## src/rtl/clk_tick_divider.sv

```systemverilog
// -----------------------------------------------------------------------------
// clk_tick_divider
//
// Multi-channel programmable clock divider / baud-tick generator. Each channel
// divides clk by a runtime-programmable integer D. It produces two outputs:
//   - tick : a one-cycle strobe once per D cycles, meant to be used as a clock
//            enable.
//   - tclk : a 50%-duty toggle with a period of 2*D.
//
// Parameters
//   NUM_CH      : number of independent channels (1..16)
//   CNT_W       : width of each counter and divisor register
//   DEFAULT_DIV : divisor loaded into every channel at reset
//   SEL_W       : derived channel-select width, max(1, clog2(NUM_CH))
//
// Ports
//   clk      in  system clock, rising edge
//   rst_n    in  asynchronous active-low reset
//   en       in  [NUM_CH]  per-channel run enable
//   div_wr   in  divisor write strobe (one cycle)
//   div_sel  in  [SEL_W]   channel index for the write (>= NUM_CH ignored)
//   div_data in  [CNT_W]   new divisor value (0 stalls the channel)
//   sync     in  phase-align all channels (only with CLKDIV_PHASE_SYNC_EN)
//   tick     out [NUM_CH]  registered one-cycle strobe per channel period
//   tclk     out [NUM_CH]  registered toggle output, period 2*D
//
// Optional feature
//   CLKDIV_PHASE_SYNC_EN : when defined, adds the sync port. When sync is high
//   on an edge, every channel's counter and outputs clear, regardless of en.
//   A divisor write on the same edge still lands.
//
// Per-channel precedence on one edge:
//   reset > sync > divisor write > en=0 > normal count
// -----------------------------------------------------------------------------
module clk_tick_divider #(
  parameter int unsigned NUM_CH      = 4,
  parameter int unsigned CNT_W       = 16,
  parameter int unsigned DEFAULT_DIV = 325,
  localparam int unsigned SEL_W      = (NUM_CH > 1) ? $clog2(NUM_CH) : 1
) (
  input  logic              clk,
  input  logic              rst_n,
  input  logic [NUM_CH-1:0] en,
  input  logic              div_wr,
  input  logic [SEL_W-1:0]  div_sel,
  input  logic [CNT_W-1:0]  div_data,
`ifdef CLKDIV_PHASE_SYNC_EN
  input  logic              sync,
`endif
  output logic [NUM_CH-1:0] tick,
  output logic [NUM_CH-1:0] tclk
);

  localparam logic [CNT_W-1:0] RST_DIV = CNT_W'(DEFAULT_DIV);
  localparam logic [CNT_W-1:0] ONE     = CNT_W'(1);

  // Per-channel state.
  logic [CNT_W-1:0]  div_q [NUM_CH];
  logic [CNT_W-1:0]  div_d [NUM_CH];
  logic [CNT_W-1:0]  cnt_q [NUM_CH];
  logic [CNT_W-1:0]  cnt_d [NUM_CH];
  logic [NUM_CH-1:0] tick_q, tick_d;
  logic [NUM_CH-1:0] tclk_q, tclk_d;

  // Phase-sync request. It is tied low when the feature is not built, so the
  // next-state logic below is the same in both builds.
  logic sync_w;
`ifdef CLKDIV_PHASE_SYNC_EN
  assign sync_w = sync;
`else
  assign sync_w = 1'b0;
`endif

  // Write decode. The select is compared only against real channel indices,
  // so an out-of-range div_sel matches nothing and the write is dropped.
  logic [NUM_CH-1:0] wr_hit;

  always_comb begin
    // NOTE: combinational blocks use blocking '=' so later statements see
    // values already computed in this pass; state registers use '<=' only.
    wr_hit = '0;
    for (int i = 0; i < NUM_CH; i++) begin
      wr_hit[i] = div_wr && (32'(div_sel) == i);
    end
  end

  // Next-state logic for all channels.
  always_comb begin
    for (int i = 0; i < NUM_CH; i++) begin
      // NOTE: every output of this block gets a default first. A path that
      // left one unassigned would infer a latch.
      div_d[i]  = div_q[i];
      cnt_d[i]  = cnt_q[i];
      tick_d[i] = 1'b0;
      tclk_d[i] = tclk_q[i];

      if (sync_w) begin
        // Global phase alignment. A write on the same edge still updates D.
        cnt_d[i]  = '0;
        tclk_d[i] = 1'b0;
        if (wr_hit[i]) begin
          div_d[i] = div_data;
        end
      end else if (wr_hit[i]) begin
        // The new divisor restarts the period. There is no tick on this edge,
        // even if the old count was terminal, and tclk holds.
        div_d[i] = div_data;
        cnt_d[i] = '0;
      end else if (!en[i] || (div_q[i] == '0)) begin
        // Disabled or stalled (D=0): the counter parks at 0 and tclk holds.
        cnt_d[i] = '0;
      end else if (cnt_q[i] == (div_q[i] - ONE)) begin
        // Terminal count. With D=1 this happens every edge, so tick stays
        // high and tclk toggles every cycle.
        cnt_d[i]  = '0;
        tick_d[i] = 1'b1;
        tclk_d[i] = ~tclk_q[i];
      end else begin
        cnt_d[i] = cnt_q[i] + ONE;
      end
    end
  end

  always_ff @(posedge clk or negedge rst_n) begin
    if (!rst_n) begin
      // NOTE: these per-channel arrays are a handful of control registers,
      // not a RAM, so each element is reset explicitly to a known value.
      for (int i = 0; i < NUM_CH; i++) begin
        div_q[i] <= RST_DIV;
        cnt_q[i] <= '0;
      end
      tick_q <= '0;
      tclk_q <= '0;
    end else begin
      for (int i = 0; i < NUM_CH; i++) begin
        div_q[i] <= div_d[i];
        cnt_q[i] <= cnt_d[i];
      end
      tick_q <= tick_d;
      tclk_q <= tclk_d;
    end
  end

  assign tick = tick_q;
  assign tclk = tclk_q;

endmodule

```

## config.mk

```make
export PLATFORM = sky130hd
export DESIGN_NAME = clk_tick_divider
export DESIGN_NICKNAME = d
export VERILOG_FILES = /design/src/rtl/clk_tick_divider.sv
export SDC_FILE = /design/constraint.sdc
export NUM_CORES = 1
export LEC_CHECK = 0
export ABC_CLOCK_PERIOD_IN_PS = 3450
export CAP_MARGIN = 30
export CORE_ASPECT_RATIO = 0.7
export CORE_MARGIN = 2
export CORE_UTILIZATION = 44
export CTS_CLUSTER_DIAMETER = 60
export DETAILED_ROUTE_END_ITERATION = 8
export SETUP_SLACK_MARGIN = 0.3
export SYNTH_ARGS = -nofsm -noshare
export SYNTH_HDL_FRONTEND = slang
export SYNTH_SLANG_ARGS = --single-unit
```

## constraint.sdc

```tcl
create_clock -name clk -period 3.45 [get_ports clk]
set_input_delay 0.345 -clock clk [delete_from_list [all_inputs] [get_ports clk]]
set_output_delay 0.345 -clock clk [all_outputs]
set_load 0.005 [all_outputs]
```

# Word level (Yosys, flattened, before mapping)
# Cells that the tools add are included.
# Widths: inputs -> output; s select.
# totals
regBits	136
in_bits	25
output_inout_bits	8
wordCells	85
# op_classes
addsub	8
eq_ne	7
n_mux	24
bitwise	12
reduce_logical	21
# ops
cell	count
$mux 16	12
$add 16x1->16 const B	4
$eq 16x16->1	4
$logic_not 16->1	4
$sub 16x1->16 const B	4
$mux 1	12
$not 1->1	12
$reduce_and 3->1	4
$eq 2x2->1 const B	2
$logic_and 1x1->1	4
$logic_not 1->1	4
$logic_or 1x1->1	4
$eq 2x1->1 const B	1
$logic_not 2->1	1

# Logic depth before layout (Yosys ltp)
# Gate-level depths: netlist of the first run.
# depth
depth_word	5
depth_mapped	12

# Least setup slack after synthesis of the first run
# Ideal clock, no wire load.
# synth_timing
path_type	register -> register
start	reg div_q[37] (netlist bit)
end	reg cnt_q[39] (netlist bit)
setup_ns	0.121
arrival_ns	2.737
required_ns	3.329
path_slack_ns	0.591
path_stages_with_launch	10
n_path_buf	2
period_less_slack_ns	2.859
cell_sequence	dfrtp_1 > clkbuf_1 > or4_1 > nor3_1 > nand2_1 > xnor2_1 > or4_1 > o21ai_1 > buf_2 > nor2_1
# synth_rtl
item	line_no	text
start: declaration	58	logic [CNT_W-1:0] div_q [NUM_CH];
start signal: indexed assignment	136	div_q[i] <= div_d[i];
end signal: indexed assignment	137	cnt_q[i] <= cnt_d[i];
end: declaration	60	logic [CNT_W-1:0] cnt_q [NUM_CH];

# Final worst setup path of the first run
# layout_timing
start	reg div_q[33] (netlist bit)
end	reg tclk_q[1] (netlist: tclk[1])
# layout_between
elab_chain_cells	4
word_cells_on_any_way	6
# layout_lines
item	line_no	text
parallel branches: the longest is 3 deep, another holds $sub 16x1->16	--	
$reduce_and 3->1 (no source line) (*)	--	
end signal: assignment	140	tclk_q <= tclk_d;
end: declaration	63	logic [NUM_CH-1:0] tclk_q, tclk_d;
# Every way passes the cells marked *.
# A chain may end at the register's enable or synchronous reset.

==> reports/summary.txt, run 1 <==
outcome -> complete, but fails checks
violated checks -> negative hold slack
Hold Slack -> -35.75 ps
Port Buf Inserts -> 32
RSZ-0062 raised after global routing -> false
maxcap violations -> 0
Yosys reg bits -> 136
CTS tree -> built
total track usage -> 20.84%
Seq/Total Area, Yosys -> 43.22%
Detail Route Antenna Nets -> 0
Period minus WS final -> 2954 ps
Top Ports -> 33
largest area contributor in the netlist -> dfrtp_1
r2r endpoint -> tclk[1]$_DFFE_PN0P_
Max-slew headroom -> 45.02%
# setup viols final -> 0
Sw Ratio -> 29.62%
number of remaining DRC errors -> 0
Synth top area share -> 37.91%
top_reg_cell synth -> dfrtp_1
Mapped Avg Cell Area -> 10.03 sq um
Synth area leaders -> dfrtp_1 38%, mux2_2 8.7%, xnor2_1 7.5%
RePlAce Congestion -> 0.8996
final WL -> 18.57 mm
Congestion Overflow GR -> 0
Post-synth EDFFs -> 0
Required @ worst endpoint -> 3800 ps
critical path peak fanout -> 6
share of layout cells above drive strength 1 -> 16.77%
fin crit share -> 85.63%
Crit Path Category -> flop to flop
initial detailed-routing violation count -> 562
P_int -> 3.343 mW
die width -> 164.4 um
Clk Tree Root Cell -> clkbuf_16
fin util -> 51.20%
worst r2r src -> div_q[33]$_DFFE_PN0P_
vias -> 6035
largest net degree at the start of global routing -> 87
Synth cell types -> 69
Synth async-reset ratio -> 100.0%
setup bufs post-CTS -> 0
syn nets -> 823
Synth-to-Final Area Change -> 15.07%
leakage power -> 3.644 nW
initial antenna violation count -> 0
Core Area -> 0.01780 sq mm
total power -> 4.750 mW
Chip Height -> 116.3 um
Setup Total Neg Slack -> 0 ps
worst setup margin -> 495.7 ps
worst reg-to-reg path cell count -> 9
FP Rows -> 41
Clock transition at path regs -> 60 ps
Clock Latency Late Sink -> 430 ps
Worst VDD drop -> 277.0 uV
Nets -> 855
Routed WL per cell -> 17.34 um
area of the mapped netlist -> 0.007920 sq mm
Post-DP HPWL -> 13.52 mm
cell count after synthesis -> 790
hold-fix buffers at CTS -> 0
part of the power in registers -> 42.9%
warning count from the yosys run -> 0
maximum clock rate -> 0.3385 GHz
first-pass GRT wire length -> 30.46 mm
CTS sink cnt -> 136
Power Density -> 521.2 mW/mm^2
vias per cell -> 5.635
Hold Crit Class -> primary input to asynchronous set/reset pin
flop2flop setup slack -> 500 ps
Initial Utilization -> 44.49%
clock share of power -> 39.3%
CP startpoint kind -> flop
CP Data Arrival Time -> 3300 ps
final slew viol count -> 0
diode count -> 0
Place WS -> 247.5 ps
Sw Pwr -> 1.407 mW
Combinational Power Share -> 17.8%
TritonRoute pass-1 iters -> 5
Max Clock Skew -> 6.525 ps
crit end category -> flop
TritonCTS Buffers -> 17
final hold violations -> 10
vias in the first global route -> 5824
H-tree depth -> 4
clock buffer depth -> 2
Die ar. -> 0.01911 sq mm
Slew @ Worst Pin -> 824.7 ps
metrics by stage:
step	std cells	cell area [sq um]	hold WS [ps]
4_1_cts	1071	9081	22.33
5_1_grt	1071	9114	56.25
3_3_place_gp	1038	8473	454.3
2_1_floorplan	790	7920	49.41
3_5_place_dp	1039	8477	455.7
6_report	1071	9114	-35.75
worst max path at each step:
stage	start	end	slack [ps]	depth (start not counted)
finish	div_q[33]$_DFFE_PN0P_	tclk[1]$_DFFE_PN0P_	500	9
global route	div_q[49]$_DFFE_PN0P_	cnt_q[61]$_DFF_PN0_	310	9
CTS	div_q[48]$_DFFE_PN1P_	cnt_q[52]$_DFF_PN0_	360	9
detailed placement	div_q[17]$_DFFE_PN0P_	cnt_q[20]$_DFF_PN0_	250	7
global placement	div_q[1]$_DFFE_PN0P_	cnt_q[11]$_DFF_PN0_	250	9
floorplan	div_q[37]$_DFFE_PN0P_	cnt_q[39]$_DFF_PN0_	590	9
what timing repair did:
| action | CTS | global route |
|---|---|---|
| pin swaps | 0 | 0 |
| resized for setup | 1 | 8 |
| endpoints found under the setup margin | 16 | 48 |
| endpoints found under the hold margin | 0 | 0 |
state kept, by name (all words and copies together) (netlist names):
name,cells
tclk,4
div_q,64
cnt_q,64
tick,4
kinds of logic after synthesis:
logic type,synth area share [%]
AND/OR/NAND/NOR,21.44
AO/OA/AOI/OAI,7.504
flip-flops,43.22
XOR/XNOR,14.71
buffers and inverters,2.685
multiplexers,9.179
adder cells (fa/ha/maj),1.264
per-layer routing:
layer | global-route usage, % | up-vias | share of wire, %
met5 | 0 | - | 0
met4 | 5.380 | 0 | 0.95
met3 | 5.114 | 17 | 5.4
met2 | 31.41 | 149 | 43
met1 | 30.17 | 2996 | 50
li1 | - | 2873 | -
layout by cell type, fill, tap and decap left out, types with 8 or more instances in the layout:
cell type and instances:
or4_1 13, xor2_1 65, mux2_2 61, dfstp_2 16
inv_1 19, dfrtp_1 120, clkbuf_16 17, nor3_1 23
xnor2_1 68, nor2b_1 8, nor4_1 16, nand3_1 35
nor2_1 95, o21ai_0 16, nand2b_1 9, a21oi_1 16
nand2_1 35, and3_1 19, clkdlybuf4s50_1 31
cells in the mapped netlist, types with 10 or more instances:
library cell and number:
a21oi_1 16, nor4_1 16, clkbuf_1 18, dfstp_2 16
dfrtp_1 120, nor3_1 24, xnor2_1 68, mux2_2 61
nand2_1 37, inv_1 19, nand2b_1 10, o21ai_0 16
nand3_1 35, xor2_1 65, and3_1 19, nor2_1 95
or4_1 14
power by group through the flow:
stage               Clock [mW]  Combinational (mW)  Sequential, mW
finish                    1.87               0.844            2.04
global route              1.99               0.946            2.08
CTS                       1.91               0.840            2.03
detailed placement           0               0.832            2.06
global placement             0               0.805            2.05
floorplan                    0               0.673            1.95
final cells by class:
| class | instances | area, sq um |
|---|---|---|
| Clock buffer | 17 | 425.4 |
| Clock inverter | 15 | 176.4 |
| Fill cell | 1613 | 8687 |
| Inverter | 19 | 71.32 |
| Multi-Input combinational cell | 607 | 4324 |
| Sequential cell | 136 | 3423 |
| Tap cell | 236 | 295.3 |
| Timing Repair Buffer | 41 | 397.9 |
critical path: stages, from the launching register on:
cell	delay [ps]
dfrtp_1	420
inv_1	70
ha_1	200
or4b_1	600
nor4_1	220
nand2_1	120
xnor2_1	170
or4_1	530
nor3b_2	350
xor2_1	190
No activity file was read; power rests on OpenSTA's default activity.
==> inputs of run 2 (changes only) <==
--- a/config.mk
+++ b/config.mk
@@ -13,6 +13,7 @@
 export CTS_CLUSTER_DIAMETER = 60
 export DETAILED_ROUTE_END_ITERATION = 8
 export SETUP_SLACK_MARGIN = 0.3
+export SKIP_CTS_REPAIR_TIMING = 1
 export SYNTH_ARGS = -nofsm -noshare
 export SYNTH_HDL_FRONTEND = slang
 export SYNTH_SLANG_ARGS = --single-unit
==> results of run 2 <==
Same layout as run 1: the final DEF is identical, and so are final timing and power.
==> inputs of run 3 (changes only) <==
--- a/config.mk
+++ b/config.mk
@@ -7,8 +7,7 @@
 export LEC_CHECK = 0
 export ABC_CLOCK_PERIOD_IN_PS = 3450
 export CAP_MARGIN = 30
-export CORE_ASPECT_RATIO = 0.7
-export CORE_MARGIN = 2
+export CORE_MARGIN = 5
 export CORE_UTILIZATION = 44
 export CTS_CLUSTER_DIAMETER = 60
 export DETAILED_ROUTE_END_ITERATION = 8
==> run 3 against run 2 <==
Net effect: the run now ends clean; clock skew rose by 3.4 ps; cell count fell by 0.47%; die area rose by 8.8%; combinational power fell by 2%; clock-buffer cell count rose by 13; non-clock buffer count rose by 1; routed wire length fell by 3.5%; hold slack improved by 46 ps; utilization fell by 0.11 points; sequential power barely moved; largest cell class unchanged.
==> reports/summary.txt, run 3 (synthesized netlist as in run 1, its figures left out) <==
outcome -> finished, final reports clean
Hold Slack -> 9.881 ps (+45.63 ps)
largest net degree at the start of global routing -> 92 (+5.7%)
clock buffer depth -> 2 (unchanged)
initial antenna violation count -> 0 (unchanged)
Port Buf Inserts -> 32 (unchanged)
initial detailed-routing violation count -> 409 (-27%)
diode count -> 0 (unchanged)
final WL -> 17.91 mm (-3.5%)
Chip Height -> 144.2 um (+24%)
met3 usage in global routing -> 3.241% (-1.9 points)
Post-DP HPWL -> 12.80 mm (-5.4%)
Required @ worst endpoint -> 3730 ps (-70 ps)
share of layout cells above drive strength 1 -> 16.37% (-0.40 points)
Power Density -> 508.9 mW/mm^2 (-2.4%)
number of remaining DRC errors -> 0 (unchanged)
Crit Path Category -> flop to flop
total track usage -> 18.17% (-2.7 points)
Synth-to-Final Area Change -> 15.09% (about the same)
Period minus WS final -> 3025 ps (+70.57 ps)
critical path peak fanout -> 6 (unchanged)
Worst VDD drop -> 414.9 uV (+50%)
busiest layer in global routing -> met2
Initial Utilization -> 44.39% (-0.10 points)
Top Ports -> 33 (unchanged)
FP Rows -> 49 (+20%)
RSZ-0062 raised after global routing -> true
vias in the first global route -> 6087 (+4.5%)
crit end category -> flop
Setup Total Neg Slack -> 0 ps (unchanged)
# setup viols final -> 0 (unchanged)
die width -> 144.2 um (-12%)
Fillers -> 1621 (+0.50%)
H-tree depth -> 4 (unchanged)
Core Area -> 0.01784 sq mm (+0.23%)
maxcap violations -> 0 (unchanged)
fin crit share -> 87.68% (+2.0 points)
largest registers -> cnt_q: 64 flops, div_q: 64 flops
routing usage on met1 -> 24.80% (-5.4 points)
Hold Crit Class -> primary input to asynchronous set/reset pin
Die ar. -> 0.02078 sq mm (+8.8%)
Max-slew headroom -> 43.69% (-1.3 points)
Clock transition at path regs -> 60 ps (about the same)
Detail Route Antenna Nets -> 0 (unchanged)
CTS sink cnt -> 136 (unchanged)
Clk Tree Root Cell -> clkbuf_16
RePlAce Congestion -> 0.8417 (-6.4%)
leakage power -> 3.662 nW (+0.51%)
Slew @ Worst Pin -> 844.6 ps (+19.96 ps)
final slew viol count -> 0 (unchanged)
CP startpoint kind -> flop
Nets -> 857 (+0.23%)
TritonCTS Buffers -> 17 (unchanged)
vias -> 6013 (-0.36%)
GR Util met2 -> 29.40% (-2.0 points)
Clock Latency Late Sink -> 420 ps (about the same)
Max Clock Skew -> 9.918 ps (+3.393 ps)
most frequent cells in the layout -> 120 x dfrtp_1, 95 x nor2_1, 68 x xnor2_1, 65 x xor2_1, 61 x mux2_2
TritonRoute pass-1 iters -> 5 (unchanged)
leading cell type in the layout, fill and taps excluded -> dfrtp_1
maximum clock rate -> 0.3306 GHz (-2.3%)
CP Data Arrival Time -> 3310 ps (about the same)
Congestion Overflow GR -> 0 (unchanged)
final hold violations -> 0 (-10)
fin util -> 51.09% (-0.11 points)
first-pass GRT wire length -> 30.06 mm (-1.3%)
CTS tree -> built
vias per cell -> 5.641 (+0.10%)
Routed WL per cell -> 16.80 um (-3.1%)
run 3: cell count changes in the layout (fill, tap and decap cells not counted), sizes merged:
cell,before,now
clkbuf,17,31
clkinvlp,3,0
inv,22,19
bufinv,3,1
clkinv,6,1
nand2b,10,11
run 3: cell type report:
class | instances | area [sq um] | share of cell area [%]
clock inverter | 2 | 35.03 | 0.3844
timing repair buffer | 42 | 406.6 | 4.461
inverter | 19 | 71.32 | 0.7824
clock buffer | 30 | 544.3 | 5.971
multi-input combinational | 608 | 4348 | 47.70
tap | 229 | 286.5 | 3.143
sequential | 136 | 3423 | 37.56
run 3: stage by stage:
step	instance area, sq um	power [mW]	cells	setup WS, ps
CTS	9044	4.671	1063	147.7
global placement	8464	2.833	1031	337.0
finish	9115	4.639	1066	425.2
floorplan	7920	2.624	790	591.1
detailed placement	8464	2.874	1031	163.9
global route	9115	4.887	1066	293.8
run 3: final timing paths:
kind                                             from                   end  slack (ps)  cells past startpoint
worst min-delay path                            rst_n    cnt_q[6]$_DFF_PN0_          10                      1
min in group clk                  tclk[3]$_DFFE_PN0P_   tclk[3]$_DFFE_PN0P_         460                      1
max in group asynchronous                       rst_n  div_q[8]$_DFFE_PN1P_        2640                      2
worst min register to register    tclk[3]$_DFFE_PN0P_   tclk[3]$_DFFE_PN0P_         460                      1
worst max register to register  div_q[33]$_DFFE_PN0P_   tclk[1]$_DFFE_PN0P_         430                      9
worst max-delay path            div_q[33]$_DFFE_PN0P_   tclk[1]$_DFFE_PN0P_         430                      9
run 3: report_power, final:
part	total (mW)	leakage (nW)	switching, mW	internal, mW
registers	2.04	1.73	0.256	1.78
clock network	1.77	0.285	0.645	1.13
logic	0.831	1.64	0.405	0.426
total	4.64	3.66	1.31	3.33
run 3: layer usage:
layer  vias to the layer above  wire (um)
li1                       2879          -
met1                      2989       8504
met2                       121       8522
met3                        24        614
met4                         0        269
met5                         -          0
run 3: worst max-delay path, cell delays in order (launching register included):
cell and delay, ps:
dfrtp_1 410, inv_1 80, ha_1 200, or4b_1 590, nor4_1 210, nand2_1 120, xnor2_1 160, or4_1 540
nor3b_1 470, xor2_1 110
